$ cat config.mk
export PLATFORM = sky130hd
export DESIGN_NAME = param_priority_arbiter_flat
export DESIGN_NICKNAME = d
export VERILOG_FILES = /design/src/rtl/arb_pkg.sv /design/src/rtl/param_priority_arbiter_if.sv /design/src/rtl/arb_pick.sv /design/src/rtl/param_priority_arbiter.sv /design/src/flat_wrapper.sv
export SDC_FILE = /design/constraint.sdc
export NUM_CORES = 1
export LEC_CHECK = 0
export ABC_CLOCK_PERIOD_IN_PS = 4100
export BUFFER_PORTS_ARGS = -buffer_cell sky130_fd_sc_hd__buf_2
export CAP_MARGIN = 20
export CORE_AREA = 2 2 58 60
export CTS_CLUSTER_SIZE = 12
export DETAILED_ROUTE_END_ITERATION = 8
export DIE_AREA = 0 0 60 62
export PLACE_DENSITY = 0.54
export RECOVER_POWER = 25
export SLEW_MARGIN = 0
export SYNTH_ARGS = -nofsm -noshare
export SYNTH_HDL_FRONTEND = slang
export SYNTH_SLANG_ARGS = --single-unit
$ cat constraint.sdc
create_clock -name clk -period 4.1 [get_ports clk]
set_input_delay 0.41 -clock clk [delete_from_list [all_inputs] [get_ports clk]]
set_output_delay 0.41 -clock clk [all_outputs]
set_load 0.02 [all_outputs]
$ cat src/rtl/arb_pkg.sv
// Shared constants, state encoding and width helper for the priority arbiter.
package arb_pkg;

  localparam logic ARB_MODE_FIXED = 1'b0;
  localparam logic ARB_MODE_RR    = 1'b1;

  typedef enum logic {
    ARB_IDLE  = 1'b0,
    ARB_GRANT = 1'b1
  } arb_state_e;

  // Ceiling log2, never less than 1 so it can size a vector directly.
  function automatic int unsigned clog2(input int unsigned value);
    int unsigned w;
    w = 1;
    while ((64'(1) << w) < 64'(value)) begin
      w = w + 1;
    end
    return w;
  endfunction

endpackage

$ cat src/rtl/param_priority_arbiter_if.sv
// Request/grant bundle between the masters and the arbiter.
//   request[N]      : one request line per master
//   mode            : 0 fixed priority, 1 round-robin
//   grant[N]        : one-hot grant, zero when idle
//   grant_valid     : |grant
//   grant_id[IW]    : binary index of the owner, 0 when idle
interface param_priority_arbiter_if #(
  parameter int unsigned N = 4
);

  localparam int unsigned IW = arb_pkg::clog2(N);

  logic [N-1:0]  request;
  logic          mode;
  logic [N-1:0]  grant;
  logic          grant_valid;
  logic [IW-1:0] grant_id;

  modport master (
    output request,
    output mode,
    input  grant,
    input  grant_valid,
    input  grant_id
  );

  modport slave (
    input  request,
    input  mode,
    output grant,
    output grant_valid,
    output grant_id
  );

endinterface

$ cat src/rtl/arb_pick.sv
// Combinational pick of one candidate: lowest index in fixed mode, first index
// at or after start_ptr (wrapping) in round-robin mode.
//   cand[N]        : candidate mask
//   start_ptr[IW]  : round-robin start index, ignored in fixed mode
//   mode           : 0 fixed, 1 round-robin
//   onehot[N]      : chosen candidate, zero when cand is empty
//   index[IW]      : binary index of the chosen candidate
//   any            : cand is non-empty
module arb_pick
  import arb_pkg::*;
#(
  parameter int unsigned N  = 4,
  parameter int unsigned IW = clog2(N)
) (
  input  logic [N-1:0]  cand,
  input  logic [IW-1:0] start_ptr,
  input  logic          mode,
  output logic [N-1:0]  onehot,
  output logic [IW-1:0] index,
  output logic          any
);

  logic [2*N-1:0] dbl;
  logic [2*N-1:0] masked;
  logic [IW-1:0]  start;

  // Duplicate the mask and keep the N-bit window starting at start, so the
  // wrap-around becomes a plain lowest-set-bit scan.
  always_comb begin
    start  = (mode == ARB_MODE_RR) ? start_ptr : '0;
    dbl    = {cand, cand};
    masked = '0;
    for (int j = 0; j < int'(2 * N); j++) begin
      masked[j] = dbl[j] && (j >= int'(start)) && (j < int'(start) + int'(N));
    end
  end

  // Scan downwards so the lowest set position is written last.
  always_comb begin
    onehot = '0;
    index  = '0;
    any    = 1'b0;
    for (int j = int'(2 * N) - 1; j >= 0; j--) begin
      if (masked[j]) begin
        any   = 1'b1;
        index = IW'((j >= int'(N)) ? (j - int'(N)) : j);
      end
    end
    if (any) begin
      onehot[index] = 1'b1;
    end
  end

endmodule

$ cat src/rtl/param_priority_arbiter.sv
// N-requester arbiter with registered one-hot grant, run-time fixed/round-robin
// mode, owner hold while requesting, and a forced rotation after MAX_HOLD cycles.
//   clk, rst           : clock, synchronous active-high reset
//   bus.request[N]     : requests
//   bus.mode           : 0 fixed priority, 1 round-robin
//   bus.grant[N]       : registered one-hot grant
//   bus.grant_valid    : registered |grant
//   bus.grant_id       : registered owner index, 0 when idle
module param_priority_arbiter
  import arb_pkg::*;
#(
  parameter int unsigned N        = 4,
  parameter int unsigned MAX_HOLD = 4
) (
  input  logic                     clk,
  input  logic                     rst,
  param_priority_arbiter_if.slave  bus
);

  localparam int unsigned IW       = clog2(N);
  localparam int unsigned HW       = clog2(MAX_HOLD + 1);
  localparam int unsigned HOLD_SAT = (MAX_HOLD == 0) ? 1 : MAX_HOLD;

  arb_state_e    state_q, state_d;
  logic [N-1:0]  grant_q, grant_d;
  logic [IW-1:0] id_q, id_d;
  logic          valid_q, valid_d;
  logic [HW-1:0] hold_q, hold_d;
  logic [IW-1:0] ptr_q, ptr_d;

  logic [N-1:0]  cand;
  logic [N-1:0]  pick_onehot;
  logic [IW-1:0] pick_index;
  logic          pick_any;

  logic          owner_req;
  logic [N-1:0]  others;
  logic          at_limit;
  logic          do_pick;

  arb_pick #(.N(N), .IW(IW)) u_pick (
    .cand      (cand),
    .start_ptr (ptr_q),
    .mode      (bus.mode),
    .onehot    (pick_onehot),
    .index     (pick_index),
    .any       (pick_any)
  );

  assign owner_req = |(bus.request & grant_q);
  assign others    = bus.request & ~grant_q;
  assign at_limit  = (MAX_HOLD != 0) && (hold_q == HW'(MAX_HOLD));

  // Next-state, candidate mask and next grant.
  always_comb begin
    state_d = state_q;
    grant_d = grant_q;
    id_d    = id_q;
    valid_d = valid_q;
    hold_d  = hold_q;
    ptr_d   = ptr_q;
    cand    = bus.request;
    do_pick = 1'b0;

    case (state_q)
      ARB_IDLE: begin
        grant_d = '0;
        id_d    = '0;
        valid_d = 1'b0;
        do_pick = |bus.request;
      end
      ARB_GRANT: begin
        if (!owner_req) begin
          // Release: hand straight over if anyone else waits.
          if (|bus.request) begin
            do_pick = 1'b1;
          end else begin
            state_d = ARB_IDLE;
            grant_d = '0;
            id_d    = '0;
            valid_d = 1'b0;
            hold_d  = '0;
          end
        end else if (!at_limit) begin
          hold_d = (hold_q == HW'(HOLD_SAT)) ? hold_q : hold_q + 1'b1;
        end else if (|others) begin
          // Hold limit reached with contenders: exclude the owner.
          cand    = others;
          do_pick = 1'b1;
        end
      end
      default: begin
        state_d = ARB_IDLE;
        grant_d = '0;
        id_d    = '0;
        valid_d = 1'b0;
        hold_d  = '0;
      end
    endcase

    if (do_pick && pick_any) begin
      state_d = ARB_GRANT;
      grant_d = pick_onehot;
      id_d    = pick_index;
      valid_d = 1'b1;
      hold_d  = HW'(1);
      ptr_d   = (pick_index == IW'(N - 1)) ? '0 : pick_index + 1'b1;
    end
  end

  // State and output registers.
  always_ff @(posedge clk) begin
    if (rst) begin
      state_q <= ARB_IDLE;
      grant_q <= '0;
      id_q    <= '0;
      valid_q <= 1'b0;
      hold_q  <= '0;
      ptr_q   <= '0;
    end else begin
      state_q <= state_d;
      grant_q <= grant_d;
      id_q    <= id_d;
      valid_q <= valid_d;
      hold_q  <= hold_d;
      ptr_q   <= ptr_d;
    end
  end

  assign bus.grant       = grant_q;
  assign bus.grant_valid = valid_q;
  assign bus.grant_id    = id_q;

endmodule
$ cat src/flat_wrapper.sv
// flat-port wrapper written by rule: the top's interface ports become plain ports
module param_priority_arbiter_flat import arb_pkg::*;
#(
  parameter int unsigned N        = 4,
  parameter int unsigned MAX_HOLD = 4
)
  (clk, rst, bus_request, bus_mode, bus_grant, bus_grant_valid, bus_grant_id);
  param_priority_arbiter_if #(.N(N)) bus_i ();
  input  logic clk;
  input  logic rst;
  input wire logic [$bits(bus_i.request)-1:0] bus_request;
  input wire logic [$bits(bus_i.mode)-1:0] bus_mode;
  output wire logic [$bits(bus_i.grant)-1:0] bus_grant;
  output wire logic [$bits(bus_i.grant_valid)-1:0] bus_grant_valid;
  output wire logic [$bits(bus_i.grant_id)-1:0] bus_grant_id;
  assign bus_i.request = bus_request;
  assign bus_i.mode = bus_mode;
  assign bus_grant = bus_i.grant;
  assign bus_grant_valid = bus_i.grant_valid;
  assign bus_grant_id = bus_i.grant_id;
  param_priority_arbiter #(.N(N), .MAX_HOLD(MAX_HOLD)) u_core (.clk(clk), .rst(rst), .bus(bus_i));
endmodule
After elaboration in Yosys (flattened, before gate mapping)

Index checks and enable logic that the tools add are counted.
W data, S select, Z words.

Bits of input ports: 7
Word-level logic and storage cells: 106
Bits in registers: 13

$add $sub $neg: 3
Order comparisons: 13
Bitwise gates (word level): 4
Equality and inequality tests: 8
Mux-type cells: 50
Reduce and logical (&&, ||, !) cells: 21

Operator list:

| operator              | number |
|---|---|
| $lt A4 B32 Y1 const A | 3 |
| $lt A3 B32 Y1 const A | 2 |
| $lt A1 B32 Y1 const A | 1 |
| $lt A2 B32 Y1 const A | 1 |
| $mux W4               | 8 |
| $mux W2               | 13 |
| $mux W1               | 21 |
| $logic_and A1 B1 Y1   | 13 |
| $reduce_or A4 Y1      | 3 |
| $mux W3               | 3 |
| $ne A3 B3 Y1 const B  | 3 |
| $and A4 B4 Y4         | 2 |
| $pmux W4 S2           | 1 |
| $reduce_and A3 Y1     | 2 |
| $add A2 B3 Y4 const B | 1 |
| $ge A1 B2 Y1 const A  | 2 |
| $lt A3 B4 Y1 const A  | 1 |
| $not A4 Y4            | 1 |
| $pmux W1 S2           | 2 |
| $pmux W2 S2           | 1 |
| $add A3 B1 Y3 const B | 1 |
| $eq A3 B3 Y1 const B  | 1 |
| $lt A2 B3 Y1 const B  | 1 |
| $ne A3 B2 Y1 const B  | 1 |
| 11 further kinds      | 11 |

Longest topological paths before layout

Word-level depth: 22
Mapped depth: 11
Gate-level depth less buffers: 11

Cells and area by module

Synthesis repeated with hierarchy kept, for this count alone.

Cell total of the unflattened synthesis: 103
Area, all modules: 950.9 um^2

Modules (own cells, without submodules):

| module                 | seq. area each (um^2) | area each (um^2) | instances | cells each |
|---|---|---|---|---|
| param_priority_arbiter | 260.2                 | 819.5            | 1         | 82 |
| arb_pick               | 0.0                   | 131.4            | 1         | 21 |

Worst setup path after synthesis

Ideal clock, no wire load.

Kind: reg-to-reg
Start: register u_core.grant_q[2], in the netlist u_core.bus.grant[2]
End: register u_core.ptr_q[1]
Required time: 3.967 ns
Clock period less this slack: 2.422 ns
Library setup time: 0.133 ns
Setup slack: 1.678 ns
Arrival: 2.289 ns
Cell stages (with the launch flop): 10
Cell sequence: dfxtp_1 -> a22oi_2 -> a21o_4 -> o21a_4 -> o2bb2ai_1 -> a222oi_1 -> inv_1 -> ha_1 -> nand3_1 -> a21oi_1

Cells in the longest elaborated chain, start to end: 18
Elaborated cells on any way between the ends: 44
Those cells by class: add/sub (1); eq/ne (1); mux (25); bitwise (3); reduce/logical (14)

RTL lines:

| item                                          | RTL line                      | text |
|---|---|---|
| start, declared                               | param_priority_arbiter.sv:25  | `logic [N-1:0] grant_q, grant_d;` |
| start signal, assigned                        | param_priority_arbiter.sv:122 | `grant_q <= grant_d;` |
| $not A4 Y4                                    | param_priority_arbiter.sv:51  | `assign others = bus.request & ~grant_q;` |
| $and A4 B4 Y4                                 | param_priority_arbiter.sv:51  |  |
| $reduce_or A4 Y1                              | param_priority_arbiter.sv:86  | `end else if (\|others) begin` |
| $mux W4                                       | param_priority_arbiter.sv:86  |  |
| $mux W4                                       | param_priority_arbiter.sv:84  | `end else if (!at_limit) begin` |
| $mux W4                                       | param_priority_arbiter.sv:73  | `if (!owner_req) begin` |
| $mux W4                                       | param_priority_arbiter.sv:65  | `case (state_q)` |
| $logic_and A1 B1 Y1                           | arb_pick.sv:34                | `masked[j] = dbl[j] && (j >= int'(start)) && (j < int'(start) + int'(N));` |
| $mux W2 (8 in a row)                          | arb_pick.sv:44                | `if (masked[j]) begin` |
| $add A2 B1 Y2 or $eq A2 B2 Y1 (tied branches) | param_priority_arbiter.sv:107 | `ptr_d = (pick_index == IW'(N - 1)) ? '0 : pick_index + 1'b1;` |
| $mux W2                                       | param_priority_arbiter.sv:107 |  |
| end signal, assigned                          | param_priority_arbiter.sv:126 | `ptr_q <= ptr_d;` |
| end, declared                                 | param_priority_arbiter.sv:29  | `logic [IW-1:0] ptr_q, ptr_d;` |

Parallel ways exist; a longest one is shown, timed or not.
A chain may end at the register's enable or synchronous reset.

Worst setup path after layout

Start: register u_core.hold_q[1]
End: register u_core.ptr_q[1]

Cells in the longest elaborated chain, start to end: 15
Elaborated cells on any way between the ends: 38
Those cells by class: add/sub (1); eq/ne (2); mux (23); reduce/logical (12)

RTL lines:

| item                                          | RTL line                      | text |
|---|---|---|
| start, declared                               | param_priority_arbiter.sv:28  | `logic [HW-1:0] hold_q, hold_d;` |
| start signal, assigned                        | param_priority_arbiter.sv:125 | `hold_q <= hold_d;` |
| $eq A3 B3 Y1 (*)                              | param_priority_arbiter.sv:52  | `assign at_limit = (MAX_HOLD != 0) && (hold_q == HW'(MAX_HOLD));` |
| $mux W4                                       | param_priority_arbiter.sv:84  |  |
| $mux W4                                       | param_priority_arbiter.sv:73  |  |
| $mux W4                                       | param_priority_arbiter.sv:65  |  |
| $logic_and A1 B1 Y1                           | arb_pick.sv:34                |  |
| $mux W2 (8 in a row)                          | arb_pick.sv:44                |  |
| $add A2 B1 Y2 or $eq A2 B2 Y1 (tied branches) | param_priority_arbiter.sv:107 |  |
| $mux W2                                       | param_priority_arbiter.sv:107 |  |

Mark *: on every way between the ends. The rest lies on a longest branch, timed or not.

==> summary.md <==
| Metric | Value |
|---|---|
| Remaining DRCs | `0` |
| R2r setup slk | `1.35 ns` |
| Kind of critical path | `flip-flop to flip-flop` |
| Clk Latency, worst-skew pair | `0.28 ns` |
| Final Skew | `0.003057 ns` |
| Setup crit start kind | `flip-flop` |
| Comb pwr share | `24.8%` |
| ANT cells | `0` |
| Slew HR | `51.46%` |
| Top Metal Used | `met4` |
| Core Area | `3179 um^2` |
| Average size of a mapped cell | `8.771 um^2` |
| Initial core utilization | `27.59%` |
| Worst hold path class | `input pin to flip-flop` |
| Post-synth EDFFs | `0` |
| DR WL/cell | `12.72 um` |
| Vias in the first global route | `713` |
| Psw | `0.1039 mW` |
| Pint | `0.2036 mW` |
| First-pass GRT wire length | `3036 um` |
| Initial DRT Pass Iterations | `4` |
| Grt total ovfl | `0` |
| Reg power frac | `48.5%` |
| Gr usage total | `10.73%` |
| Worst-Margin Slew | `0.7281 ns` |
| Setup TNS | `0 ns` |
| Largest net degree at the start of global routing | `10` |
| PwrDens | `306.5 nW/um^2` |
| Htree depth | `1` |
| Total CTS buffers | `3` |
| Syn_nets | `113` |
| YS warnings | `0` |
| Met3 wire len | `107 um` |
| Net count, final | `128` |
| Sequential share of the synthesized area | `29.67%` |
| Unrepaired setup endpoints after global routing | `false` |
| Post-synth cell types | `43` |
| Switching share of total power | `33.79%` |
| FP Rows | `21` |
| Seq cells post-synth | `13` |
| Worst Hold Margin | `0.4219 ns` |
| Chip Height | `62 um` |
| Worst Path Arrival | `2.97 ns` |
| VDD IR max | `94.05 uV` |
| Layout area overhead | `14.41%` |
| Final slew viol count | `0` |
| Hold Fails Final Rpt | `0` |
| Maximum buffer depth of the clock tree | `2` |
| Post-cts sizing count | `0` |
| Crit-path max FO | `7` |
| Req. time, crit path | `4.32 ns` |
| DR vias/cell | `5.125` |
| Post-Route WL | `2035 um` |
| Status | `finished clean` |
| CTS clk-pin slew, worst paths | `0.08 ns` |
| Layout cells sized above 1 | `19.30%` |
| Async S/R FF share, synth | `0%` |
| Port buffer count | `13` |
| Hold_buf cts | `0` |
| Lkg Pwr | `0.3837 nW` |
| CTS tree | `yes` |
| Post-route ant nets | `0` |
| Final Util | `31.56%` |
| Iter 0 DRT Violations | `30` |
| Die width | `60 um` |
| Maxcap violations | `0` |
| Top_reg_cell synth | `dfxtp_1` |
| Full die area | `3720 um^2` |
| WL met1 | `959 um` |
| Met2 Routed Length | `956 um` |
| CTS Sinks | `13` |
| Clock Power Share | `26.8%` |
| CTS Root Buffer Type | `clkbuf_4` |
| Setup crit end kind | `flip-flop` |
| Post-CTS setup buffers | `0` |
| Gpl congestion | `0.8329` |
| Fin crit period | `2.751 ns` |
| DR vias | `820` |
| Post-Syn Area | `877.1 um^2` |
| Post-DP HPWL | `1622 um` |
| Final period utilization | `67.09%` |
| Syn Inst Count | `100` |
| Fmax | `363.5 MHz` |
| Final setup fails | `0` |
| Number of I/O pins | `14` |
| Initial antenna violation count | `0` |
routing by layer:
metal	track usage (%)	vias up
met5	0	-
met4	4.762	0
met3	1.242	2
met2	18.94	32
met1	13.14	375
li1	-	411
cells in the mapped netlist (2+ instances only):
| library cell | number | area share [%] |
|---|---|---|
| dfxtp_1 | 13 | 30 |
| o21ai_0 | 9 | 5.1 |
| ha_1 | 6 | 8.6 |
| nand2_1 | 6 | 2.6 |
| inv_1 | 5 | 2.1 |
| a21oi_1 | 4 | 2.3 |
| a22o_1 | 4 | 4.0 |
| nor2b_1 | 4 | 2.9 |
| o31ai_1 | 4 | 3.4 |
| a31oi_1 | 3 | 2.1 |
| nor2_1 | 3 | 1.3 |
| a22oi_2 | 2 | 2.9 |
| and3_1 | 2 | 1.4 |
| nand3_1 | 2 | 1.1 |
| nand4_1 | 2 | 1.4 |
| nor3_2 | 2 | 2.3 |
| o211ai_1 | 2 | 1.7 |
| o2bb2ai_1 | 2 | 2.0 |
layout make-up:
| type | instances | area [um^2] |
|---|---|---|
| Sequential cell | 13 | 260.3 |
| Multi-Input combinational cell | 79 | 581.8 |
| Tap cell | 46 | 57.56 |
| Inverter | 5 | 18.77 |
| Fill cell | 352 | 2176 |
| Clock buffer | 4 | 26.28 |
| Timing Repair Buffer | 13 | 58.81 |
stage by stage:
step	std cells	setup slack, ns	cell area [um^2]	total power [mW]
6_report	160	1.349	1003	0.3076
2_1_floorplan	100	1.678	877.1	0.2054
5_1_grt	160	1.115	1003	0.3239
4_1_cts	160	1.369	1010	0.3100
3_5_place_dp	156	1.396	983.4	0.2287
3_3_place_gp	156	1.462	983.4	0.2261
kinds of logic after synthesis:
family	share of synthesized area (%)
compound gates	37.09
fa+ha+maj	8.559
buf+inv	3.994
flops	29.67
simple gates	20.69
power by group through the flow:
stage | combinational [mW] | clock [mW] | sequential (mW)
after global placement | 0.0753 | 0 | 0.151
after detailed placement | 0.0769 | 0 | 0.152
final | 0.0761 | 0.0823 | 0.149
after CTS | 0.0771 | 0.0840 | 0.149
after floorplan | 0.0509 | 0 | 0.155
after global routing | 0.0843 | 0.0887 | 0.151
registers in the layout, indices dropped and copies added, names as in the netlist:
| signal | cells |
|---|---|
| u_core.ptr_q | 2 |
| u_core.bus.grant_id | 2 |
| u_core.state_q | 1 |
| u_core.hold_q | 3 |
| u_core.bus.grant_valid | 1 |
| u_core.bus.grant | 4 |
cell usage in the layout, fill, tap and decap left out, types with 2 or more instances in the layout:
master and instances:
a31oi_1 3, a22o_1 4, and3_1 2, o31ai_1 4
a21oi_1 4, clkbuf_4 3, nor2b_1 4, nand4_1 2
nand3_1 2, nor2_1 3, nor3_2 2, ha_1 6
o21ai_0 9, clkbuf_1 6, inv_1 5, dfxtp_1 13
buf_2 8, a22oi_2 2, o211ai_1 2, nand2_1 6
o2bb2ai_1 2
path summary, 6_finish.rpt:
| check | to | startpoint | cells after the start |
|---|---|---|---|
| setup / recovery | u_core.ptr_q[1] | u_core.hold_q[1] | 11 |
| hold reg to reg | u_core.bus.grant_id[1] | u_core.bus.grant_id[1] | 1 |
| hold / removal | u_core.ptr_q[1] | rst | 2 |
| setup reg to reg | u_core.ptr_q[1] | u_core.hold_q[1] | 11 |
worst max-delay path: stages (launching register included):
cell	delay [ns]
dfxtp_1	0.33
inv_1	0.09
ha_1	0.21
nand3_2	0.10
a21o_4	0.23
o21ai_0	0.26
o2bb2ai_1	0.12
a222oi_1	0.69
inv_1	0.15
ha_1	0.31
nand3_1	0.06
a21oi_1	0.14
Note: power is estimated with default switching activity, not from simulation.
